File: src/rtl/sc_regmode.sv
// sc_regmode: mode-selected register (hold/load/shift/clear/inc/dec) with zero, odd and sticky overflow status
module sc_regmode #(
    parameter int DATAWIDTH_BUS = 8,
    parameter int PADWIDTH_BUS = 2,
    parameter int INIT_FROM_BUS = 1,
    parameter logic [DATAWIDTH_BUS-1:0] DATA_REGMODE_INIT = '0
) (
    input  logic                                    SC_RegMODE_CLOCK_50,
    input  logic                                    SC_RegMODE_RESET_InHigh,
    input  logic [2:0]                              SC_RegMODE_mode_InBUS,
    input  logic [DATAWIDTH_BUS-PADWIDTH_BUS-1:0]   SC_RegMODE_data_InBUS,
    input  logic [DATAWIDTH_BUS-1:0]                SC_RegMODE_load_InBUS,
    output logic [DATAWIDTH_BUS-1:0]                SC_RegMODE_data_OutBUS,
    output logic                                    SC_RegMODE_zero_Out,
    output logic                                    SC_RegMODE_odd_Out,
    output logic                                    SC_RegMODE_overflow_Out
);
    localparam int W = DATAWIDTH_BUS;
    logic [W-1:0] r, r_nxt, init;
    logic ov, ov_nxt;
    // zero-extension supplies the PADWIDTH_BUS leading zeros, including the no-pad case
    assign init = (INIT_FROM_BUS != 0) ? W'(SC_RegMODE_data_InBUS) : DATA_REGMODE_INIT;
    always_comb begin
        r_nxt = r;
        ov_nxt = ov;
        case (SC_RegMODE_mode_InBUS)
            3'b001: begin r_nxt = SC_RegMODE_load_InBUS; ov_nxt = 1'b0; end
            3'b010: begin r_nxt = {r[W-2:0], 1'b0}; ov_nxt = ov | r[W-1]; end
            3'b011: r_nxt = {1'b0, r[W-1:1]};
            3'b100: begin r_nxt = '0; ov_nxt = 1'b0; end
            3'b101: begin r_nxt = r + 1'b1; ov_nxt = ov | (&r); end
            3'b110: begin r_nxt = r - 1'b1; ov_nxt = ov | ~(|r); end
            default: ;
        endcase
    end
    always_ff @(posedge SC_RegMODE_CLOCK_50) begin
        if (SC_RegMODE_RESET_InHigh) begin
            r <= init;
            ov <= 1'b0;
        end else begin
            r <= r_nxt;
            ov <= ov_nxt;
        end
    end
    assign SC_RegMODE_data_OutBUS = r;
    assign SC_RegMODE_zero_Out = ~(|r);
    assign SC_RegMODE_odd_Out = r[0];
    assign SC_RegMODE_overflow_Out = ov;
endmodule
File: config.mk
export PLATFORM = sky130hd
export DESIGN_NAME = sc_regmode
export DESIGN_NICKNAME = d
export VERILOG_FILES = /design/src/rtl/sc_regmode.sv
export SDC_FILE = /design/constraint.sdc
export NUM_CORES = 1
export LEC_CHECK = 0
export CORE_MARGIN = 2
export CORE_UTILIZATION = 50
export DETAILED_ROUTE_END_ITERATION = 8
export DONT_BUFFER_PORTS = 1
export PLACE_DENSITY = 0.69
export SETUP_SLACK_MARGIN = 0.5
export SLEW_MARGIN = 10
export SYNTH_ARGS = -nofsm -noshare
export SYNTH_HDL_FRONTEND = slang
export SYNTH_SLANG_ARGS = --single-unit
File: constraint.sdc
create_clock -name SC_RegMODE_CLOCK_50 -period 5.7 [get_ports SC_RegMODE_CLOCK_50]
set_clock_uncertainty 0.05 [all_clocks]
set_input_delay 0.855 -clock SC_RegMODE_CLOCK_50 [delete_from_list [all_inputs] [get_ports SC_RegMODE_CLOCK_50]]
set_output_delay 0.855 -clock SC_RegMODE_CLOCK_50 [all_outputs]
set_load 0.03 [all_outputs]
**After elaboration in Yosys (flattened, before gate mapping)**

Cells that the tools add are included.

- Logic and storage cells: 24
- Input bits: 19
- Bits in registers: 9
- Output and inout port bits: 11

- Add/sub/neg operators: 2
- Multiplexer cells: 3
- Bitwise operators: 4
- Equal/unequal tests: 6
- Reduce and logical (&&, ||, !) cells: 6

Operators by type and width:

| operator | count |
|---|---|
| 8-bit case mux with 6 select lines | 1 |
| 3-bit == test, second input constant | 3 |
| 8-bit by 1-bit adder with 8-bit output, second input constant | 1 |
| 8-bit AND reduction | 1 |
| 8-bit OR reduction | 1 |
| 8-bit by 1-bit subtractor with 8-bit output, second input constant | 1 |
| 7-bit nonzero test | 1 |
| 3-bit by 2-bit == test with 1-bit output, second input constant | 2 |
| 6-bit 2-to-1 mux | 1 |
| 6-bit nonzero test | 1 |
| 1-bit case mux with 4 select lines | 1 |
| 4-bit nonzero test | 1 |
| 3-bit by 1-bit == test with 1-bit output, second input constant | 1 |
| 1-bit bitwise OR | 3 |
| 2-bit OR reduction | 1 |
| 1-bit NOT | 1 |

**Depth between registers and ports, before layout**

- Depth after elaboration: 4
- Mapped depth: 7
- Depth with buffers taken out: 7

**Least setup slack after synthesis**

Ideal clock, no wire load.

- Path type: flip-flop to output port
- Start: register r[1] (netlist: SC_RegMODE_data_OutBUS[1])
- End: output SC_RegMODE_zero_Out
- Stages on the path, launching flop included: 5
- Buffers on the path: 1
- Required time: 4795 ps
- Path slack: 3024 ps
- Data arrival time: 1771 ps
- Path through: edfxtp_1 > buf_4 > nor3_2 > nand3_1 > nor3_1

- Word-level cells in the longest chain between the ends: 2

RTL lines:

| element | line | text |
|---|---|---|
| from (decl) | 19 | `logic [W-1:0] r, r_nxt, init;` |
| from (signal assigned) | 38 | `r <= init;` |
| from (signal assigned) | 41 | `r <= r_nxt;` |
| 8-bit OR reduction | 46 | `assign SC_RegMODE_zero_Out = ~(\|r);` |
| 1-bit NOT | 46 |  |
| to (decl) | 14 | `output logic SC_RegMODE_zero_Out,` |

Every way passes these cells.

**Final worst setup path**

- Start: register r[0] (netlist: SC_RegMODE_data_OutBUS[0])
- End: output SC_RegMODE_zero_Out

Same word-level chain as after synthesis.

==> results.md <==
- The worst setup path is launched from a flop.
- The later pin in the worst-skew pair is clocked with a latency of 0.27 ns.
- The initial cell density of the core is 53.2%.
- The run finished with clean final reports.
- VDD sags by at most 0.000142 V.
- The cell type with the highest aggregate area in the netlist is sky130_fd_sc_hd__edfxtp_1.
- The number of detailed-route iterations in the first pass is 4.
- The top cell type's share of synthesized area is 15.2%.
- After synthesis, the most frequently instantiated cells are 9 x sky130_fd_sc_hd__a21oi_1, 9 x sky130_fd_sc_hd__inv_1, 9 x sky130_fd_sc_hd__nand2_1.
- In this design, the stage delay of the slowest critical-path cell is 0.75 ns.
- For this run, the top clock speed supported by timing is 311 MHz.
- STA puts the critical path data arrival time at 2.31 ns.
- The maximum root-to-sink buffer count is 2.
- The average footprint of a synthesized cell is 8.02 sq um.
- The ratio of final minimum period to clock period is 56.5%.
- After detailed routing, the number of remaining DRC violations is 0.
- The TritonCTS clock tree is yes.
- The maximum number of pins on one net before global-route repair is 31.
- The worst-case setup margin in the final layout is 2.48 ns.
- After clock tree synthesis, the clock-pin slew on the worst setup and hold paths is 0.07 ns.
- The worst hold path belongs to the class input pin to flop.
- The buffer count from post-CTS setup fixing is 0.
- The ratio of routed vias to standard cells is 6.99.
- The number of enable-type register cells in the synthesized netlist is 6.
- The number of pins with negative max-slew slack in the final report came to 0.
- The smallest clock period supported by the final layout is computed as 3.22 ns.
- The routed length per instance is 18.5 um.
- The worst setup slack before clock tree synthesis is 2.80 ns.
- The number of max-cap violations is 0.
- For this block, the via count after detailed routing is 1175.
- For this design, the CTS-stage hold fixing added 0 buffers.
- The initial antenna violation count was 0.
- The remaining global-route overflow is 0.
- The worst setup path is captured at an output port.
- The CTS sink count is 9.
- Grouping stages by cell kind, the critical path spends the most delay in simple AND/OR/NAND/NOR gates.
- The I/O pin count is 30.
- Dividing total power by cell area gives a power density of 199 nW/um^2.
- After synthesis, flip-flops and latches occupy 20.2% of the total area.
- The cell sitting at the root of the clock tree is a sky130_fd_sc_hd__clkbuf_4.
- The number of global-route vias before repair is 1050.
- The half-perimeter wire length of the detailed placement result is 2.20 mm.
- After the first detailed-routing iteration, the DRC count stood at 60.
- The final-report hold violation count is 0.
- The port buffer count is 0.
- Setup violations remaining at the end of the flow were counted as 0.
- The most common flop cell mapped by yosys is sky130_fd_sc_hd__edfxtp_1.
- The floorplan step defined a die boundary enclosing 2780 sq um.
- In this run, CTS created clock tree buffers numbering 3.
- The class of the most critical setup path is flop to output port.
- The async set-or-reset flop fraction in the synthesized netlist is 0%.
- The total buffers and inverters traversed by the critical path is 0.
- Setup total negative slack on the finished layout was measured at 0 ns.
- The leakage power of the design is 0.437 nW.
- The floorplan step defined a core boundary enclosing 2230 sq um.
- The total global routing track utilization is 23.6%.
- In this run, synthesis produced a sequential element count of 9.
- The number of cells produced by synthesis is 148.
- The number of standard-cell rows in the floorplan is 17.
- The pin slew with the least headroom to its limit is 0.924 ns.
- The number of warnings reported in the yosys synthesis log is 0.
- The H-tree level count is 1.
- The worst-case headroom to the max-slew limit is 37.9%.
- The maximum fanout encountered on the critical timing path is 10.
- The global-route wire length before repair is 4.85 mm.
- The cell at the slowest stage of the critical path is sky130_fd_sc_hd__edfxtp_1.
- Setup repair after global routing left no endpoint under its margin.
- The final estimated routing congestion in global placement is 0.872.
- The signal on the critical path passes through nor3_2, nand3_1, nor3_1.
- By area the synthesized netlist is led by sky130_fd_sc_hd__edfxtp_1 15%, sky130_fd_sc_hd__mux2i_1 5.9%, sky130_fd_sc_hd__dfxtp_1 5.1%.
- The final layout contains 162 nets.
- The routed design has 3.11 mm of wire.
- In the final layout, the share of cells above drive strength 1 is 10.7%.
- The floorplan step set the die height to 52.7 um.
- The mapped cell area is 1190 sq um.
- The antenna diode count is 0.
- The required time of the critical path is 4.80 ns.
- The post-CTS resize count is 0.
- The count of nets left with antenna violations once routing finished came out at 0.
- The die boundary width is 52.7 um.
- Relative to the synthesized area, the layout overhead comes to -1.58%.
- The number of different library cells used by synthesis comes to 55.
- The number of nets in the synthesized netlist is 169.
==> flip-flops by register name, summed over array words and instances (netlist names) <==
name	count
SC_RegMODE_data_OutBUS	8
SC_RegMODE_overflow_Out	1
==> placed cells by master, fill, tap and decap left out, drive strengths merged, types with 3 or more instances in the layout <==
master / synthesis / routed
mux2i: 7 / 7
inv: 11 / 11
dfxtp: 3 / 3
edfxtp: 6 / 6
nand2: 9 / 9
o221ai: 3 / 3
nand3b: 5 / 5
and3: 3 / 3
a21oi: 9 / 9
nand3: 5 / 5
a22oi: 3 / 3
o211ai: 4 / 4
nor2b: 5 / 5
o21ai: 7 / 7
clkbuf: 2 / 4
o31a: 3 / 3
nor2: 6 / 6
nand2b: 7 / 7
nor3: 6 / 6
==> where the power goes <==
group | internal (mW) | total, mW | switching, mW | leakage [nW]
sequential | 0.0782 | 0.113 | 0.0347 | 0.0874
combinational | 0.0328 | 0.0662 | 0.0334 | 0.335
clock | 0.0271 | 0.0534 | 0.0263 | 0.0150
total | 0.138 | 0.232 | 0.0944 | 0.437
==> cell type report <==
class                   count  area [sq um]
well taps                  28          35.0
fillers                   229          1060
clock buffers               4          26.3
multi-input cells         116           826
inverters                  11          41.3
flip-flops and latches      9           240
==> through the flow <==
| stage | hold slack (ns) | utilization [%] | std cells | total power, mW | instance area, sq um |
|---|---|---|---|---|---|
| 6_report | 0.715 | 52.3 | 168 | 0.232 | 1170 |
| 5_1_grt | 0.717 | 52.3 | 168 | 0.245 | 1170 |
| 4_1_cts | 0.709 | 52.3 | 168 | 0.232 | 1170 |
| 3_5_place_dp | 0.722 | 51.1 | 164 | 0.179 | 1140 |
| 3_3_place_gp | 0.700 | 51.1 | 164 | 0.178 | 1140 |
| 2_1_floorplan | 0.651 | - | 148 | 0.176 | 1190 |
==> logic make-up after synthesis <==
kind of cell | share of synthesized area, %
AND/OR/NAND/NOR | 29.1
adder cells (fa/ha/maj) | 2.11
flip-flops | 20.2
AO/OA/AOI/OAI | 29.1
buffers and inverters | 10.2
XOR/XNOR | 1.48
multiplexers | 7.80
==> final timing paths <==
kind                                           startpoint  slack (ns)  cells past startpoint                   endpoint
worst max-delay path            SC_RegMODE_data_OutBUS[0]        2.48                      3        SC_RegMODE_zero_Out
worst min-delay path              SC_RegMODE_RESET_InHigh        0.71                      2    SC_RegMODE_overflow_Out
worst max register to register  SC_RegMODE_data_OutBUS[0]        3.37                      5  SC_RegMODE_data_OutBUS[4]
worst min register to register  SC_RegMODE_data_OutBUS[7]        0.72                      2  SC_RegMODE_data_OutBUS[7]
==> per-layer routing <==
metal  up-vias  wire length [um]  track usage, %
met3         0               264            5.71
met1       571              1310            28.4
li1        546                 -               -
met5         -                 0               0
met2        58              1540            42.5
met4         0                 0            3.85
Note: power is estimated with default switching activity, not from simulation.
